### config.mk
export PLATFORM = sky130hd
export DESIGN_NAME = if_id_stage
export DESIGN_NICKNAME = d
export VERILOG_FILES = /design/src/rtl/if_id_stage.sv
export SDC_FILE = /design/constraint.sdc
export NUM_CORES = 1
export LEC_CHECK = 0
export CAP_MARGIN = 20
export CORE_AREA = 8 8 119 121
export DETAILED_ROUTE_END_ITERATION = 10
export DIE_AREA = 0 0 127 129
export PLACE_DENSITY = 0.71
export SETUP_SLACK_MARGIN = 0.3
export SLEW_MARGIN = 30
export SYNTH_ARGS = -nofsm -noshare
export SYNTH_HDL_FRONTEND = slang
export SYNTH_SLANG_ARGS = --single-unit
### constraint.sdc
create_clock -name clk -period 2.56 [get_ports clk]
set_input_delay 0.512 -clock clk [delete_from_list [all_inputs] [get_ports clk]]
set_output_delay 0.512 -clock clk [all_outputs]
set_load 0.005 [all_outputs]
### src/rtl/if_id_stage.sv
// -----------------------------------------------------------------------------
// if_id_stage
//   Instruction-fetch stage and IF/ID pipeline register for the single-issue
//   MIPS core. Owns the PC, issues fetch requests to instruction memory and
//   registers the returned word for decode. Handles hazard stalls, branch
//   redirect/flush and memory wait by inserting bubbles.
//
// Parameters
//   RESET_PC      PC value loaded on reset.
//   NOP_WORD      instruction presented while IF/ID holds a bubble.
//
// Ports
//   clk           rising-edge clock
//   rst_n         asynchronous active-low reset
//   stall         hazard unit: freeze PC and IF/ID
//   branch_taken  branch resolved taken: redirect PC and flush IF/ID
//   branch_target redirect PC (used as-is, no alignment check)
//   imem_req      fetch request (low only in BOOT)
//   imem_addr     fetch address (current PC)
//   imem_rdata    fetched instruction word
//   imem_valid    imem_rdata valid for imem_addr this cycle
//   instr_out     registered instruction for decode
//   instr_op      instr_out[31:26], opcode to the control unit
//   pc_plus4_out  registered PC+4 of instr_out
//   id_valid      IF/ID holds a real instruction (0 = bubble)
// -----------------------------------------------------------------------------
module if_id_stage #(
  parameter logic [31:0] RESET_PC = 32'h0000_0000,
  parameter logic [31:0] NOP_WORD = 32'h0000_0000
) (
  input  logic        clk,
  input  logic        rst_n,
  input  logic        stall,
  input  logic        branch_taken,
  input  logic [31:0] branch_target,
  output logic        imem_req,
  output logic [31:0] imem_addr,
  input  logic [31:0] imem_rdata,
  input  logic        imem_valid,
  output logic [31:0] instr_out,
  output logic [5:0]  instr_op,
  output logic [31:0] pc_plus4_out,
  output logic        id_valid
);

  typedef enum logic [1:0] {
    BOOT = 2'd0,
    RUN  = 2'd1,
    HOLD = 2'd2
  } state_t;

  state_t      state, state_nxt;
  logic [31:0] pc, pc_nxt;
  logic [31:0] instr_nxt;
  logic [31:0] pc_plus4_nxt;
  logic        id_valid_nxt;
  logic [31:0] pc_inc;

  // 32-bit modulo increment: 32'hFFFF_FFFC wraps to 0 silently.
  assign pc_inc    = pc + 32'd4;
  assign imem_addr = pc;
  assign instr_op  = instr_out[31:26];

  always_ff @(posedge clk or negedge rst_n) begin
    if (!rst_n) begin
      state        <= BOOT;
      pc           <= RESET_PC;
      instr_out    <= NOP_WORD;
      pc_plus4_out <= '0;
      id_valid     <= 1'b0;
    end else begin
      state        <= state_nxt;
      pc           <= pc_nxt;
      instr_out    <= instr_nxt;
      pc_plus4_out <= pc_plus4_nxt;
      id_valid     <= id_valid_nxt;
    end
  end

  always_comb begin
    state_nxt    = state;
    pc_nxt       = pc;
    instr_nxt    = instr_out;
    pc_plus4_nxt = pc_plus4_out;
    id_valid_nxt = id_valid;
    imem_req     = 1'b0;

    case (state)
      BOOT: begin
        // Nothing is latched and branch_taken is ignored here.
        state_nxt = RUN;
      end
      RUN, HOLD: begin
        imem_req = 1'b1;
        if (branch_taken) begin
          // Redirect wins over stall; the word fetched this cycle is dropped.
          pc_nxt       = branch_target;
          instr_nxt    = NOP_WORD;
          id_valid_nxt = 1'b0;
          state_nxt    = RUN;
        end else if (stall) begin
          state_nxt = HOLD;
        end else begin
          state_nxt = RUN;
          if (imem_valid) begin
            instr_nxt    = imem_rdata;
            pc_plus4_nxt = pc_inc;
            id_valid_nxt = 1'b1;
            pc_nxt       = pc_inc;
          end else begin
            // Memory wait: insert a bubble, refetch the same PC.
            instr_nxt    = NOP_WORD;
            id_valid_nxt = 1'b0;
          end
        end
      end
      default: begin
        state_nxt = BOOT;
      end
    endcase
  end

endmodule
==> summary.txt <==
Routing
  – Vias: 4,254
  – Initial DRT Pass Iterations: 5
  – Post-DR wirelength/cell: 18.50 um
  – Remaining routing DRC violations: 0
  – Vias per cell: 5.364
  – Detailed Route Iter0 Violations: 322
  – Total wire length: 14.67 mm
  – Routed Antenna Nets: 0

Critical path
  – Crit Path Category: reg2out
  – R2R cell count: 6
  – WP data required: 2050 ps
  – Reg2reg start: imem_addr[2]
  – Setup crit start kind: register
  – R2r endpoint: imem_addr[24]
  – Register-to-register path setup slack: 460 ps
  – Worst path slowest cell: clkdlybuf4s50_1
  – Largest driver fanout on the critical path: 8
  – Worst EP arrival: 1600 ps
  – Worst path cell trace: inv_1 -> ha_4 -> clkdlybuf4s50_1
  – Worst setup EP type: output port
  – Max incr delay on CP: 530 ps

Logic synthesis
  – Cell count after synthesis: 484
  – Seq/Total Area, Yosys: 52.11%
  – Mean Syn Cell Area: 9.823 um2
  – Mapped Nets: 556
  – Flops & latches, synth: 99
  – Ys flop type: dfrtp_1
  – Unique cell type count in the Yosys netlist: 44
  – Post-synth EDFFs: 0
  – Post-synth ARST share: 100.0%
  – Area leader, netlist: dfrtp_1
  – Synth Cell Area: 4755 um2
  – Top cells by area, synth: dfrtp_1 52%, a21oi_1 4.9%, a22o_1 4.2%, nand2_1 4.0%, xor2_1 3.9%
  – Synth top area share: 52.11%
  – YS warnings: 0

Outcome
  – Outcome: completed

GRT
  – Number of global-route vias before repair: 4,297
  – Met3 Usage GRT: 5.089%
  – Initial antenna violation count: 0
  – GRT busiest layer: met2
  – M1 GR Usage: 22.54%
  – Met2 usage: 28.79%
  – Gr ovfl total: 0
  – Pin count of the biggest net entering global routing: 68
  – First-pass GRT wire length: 23.27 mm
  – Total GRT Usage: 17.87%

Placement
  – GP Congestion: 0.8037
  – DP HPWL: 10.63 mm
  – Port Buffer Count: 172
  – Placed cell count: 778

Power and ir drop
  – Seq pwr share: 37.1%
  – Pleak: 2.870 nW
  – Peak VDD IR: 0.0004897 V
  – P per Cell Area: 1117 nW/um2
  – Total power: 7.780 mW
  – Combinational power share: 43.9%
  – Internal power: 5.059 mW
  – Switching power: 2.721 mW
  – Clock power frac: 19.0%
  – Sw Ratio: 34.98%

Clock tree
  – CTS Root Cell: clkbuf_16
  – Clock sinks: 99
  – H-tree Lvls: 3
  – Num CTS Buffers: 9
  – Clk pin slew, worst setup/hold paths: 70 ps
  – CTS tree: done
  – Hold buffer count at CTS: 0
  – Clock Tree Buf Depth: 2
  – Clk_lat worst skew: 340 ps

Floorplan
  – Io pins: 173
  – Core area: 12,310 um2
  – Horiz. Die Dim: 127 um
  – Die Area: 16,380 um2
  – Initial core utilization: 38.62%
  – Die boundary height: 129 um
  – Site row count: 41

Timing
  – RSZ-0062 raised after global routing: no
  – Tcrit/Tclk final: 82.49%
  – Worst hold slack: 224.9 ps
  – Setup Viol. Count Final: 0
  – Max_slew headroom: 49.58%
  – Slew Viols, Final: 0
  – Max Clock Freq: 473.5 MHz
  – Crit path time final: 2112 ps
  – Worst-margin pin slew: 756.3 ps
  – Skew final: 5.120 ps
  – Setup TNS: 0 ps
  – Final Hold Viols: 0

Layout
  – P&R area growth vs syn: 46.50%
  – Fin nets: 711
  – Commonest non-fill, non-tap cell in the layout: clkdlybuf4s50_1
  – Layout cells sized above 1: 7.621%
  – Diodes inserted: 0
  – Commonest non-fill, non-tap cells in the layout: 171 x clkdlybuf4s50_1, 99 x dfrtp_1, 51 x nand2_1, 48 x nor2_1, 47 x a21oi_1
  – Fin cells: 793

Worst hold path
  – HP Class: in2async

Job
  – Max Cap Viol: 0
==> Yosys cell counts (10+ instances only) <==
library cell  instances
dfrtp_1              99
nand2_1              51
nor2_1               48
a21oi_1              47
clkbuf_1             27
o21ai_0              25
a22o_1               23
xor2_1               21
o22ai_1              14
nand3_1              12
mux2i_1              11
nand4_1              10
==> layer usage <==
layer  wire length (um)  up-vias
met5                  0        -
met4                211        0
met3               1159       16
met2               6922      166
met1               6376     2054
li1                   -     2018
==> cell families (layout without fill, tap and decap cells) <==
family,after synthesis,count (layout),share of synthesized area (%)
xor+xnor,28,28,5.158
flops,99,99,52.11
buf+inv,50,209,4.842
mux,14,14,3.026
fa+ha+maj,3,3,0.7896
simple gates,155,155,16.21
compound gates,135,135,17.87
==> power by group through the flow <==
stage	clock network (mW)	logic, mW	registers (mW)
floorplan	0	1.56	2.75
global placement	0	3.34	2.87
detailed placement	0	3.40	2.90
CTS	1.52	3.44	2.88
global route	1.58	3.75	2.99
finish	1.48	3.41	2.88
==> registers in the layout, indices dropped and copies added (netlist names) <==
signal	flops
pc_plus4_out	32
instr_out	32
imem_addr	32
state	2
id_valid	1
==> worst max-delay path: cells and delay by family, from the launching register on <==
kind / cells / cell delay (ps)
buffers and inverters: 2 / 600
adders and majority gates: 1 / 310
DFF: 1 / 350
==> timing repair <==
| item | 4_1_cts | 5_1_grt |
|---|---|---|
| pin swaps | 0 | 2 |
| buffers inserted | 0 | 0 |
| endpoints found under the setup margin | 3 | 14 |
| hold endpoints to repair | 0 | 0 |
| resized for setup | 2 | 2 |
==> cell type report <==
type                       count  area [um2]
multi-input combinational    335        2087
fill                        1090        5346
timing repair buffer         188        1864
tap                          150       187.7
clock buffer                  11       252.7
sequential                    99        2477
clock inverter                 4       73.82
inverter                       6       22.52
==> how the worst max path moves through the flow <==
stage                             from                to  slack (ps)
after floorplan               state[0]   pc_plus4_out[2]         680
after global routing      imem_addr[2]  pc_plus4_out[18]         330
after CTS                 imem_addr[2]     imem_addr[18]         290
final                         state[1]          imem_req         450
after global placement    branch_taken     imem_addr[28]         280
after detailed placement  branch_taken     imem_addr[28]         260
==> per-stage QoR <==
stage	instance area, um2	utilization [%]	setup WS, ps
floorplan	4755	-	680.1
global placement	6611	53.70	280.6
global route	6965	56.58	331.9
finish	6965	56.58	448.2
CTS	6949	56.44	291.2
detailed placement	6611	53.70	256.1
(Power assumes the default switching activity.)
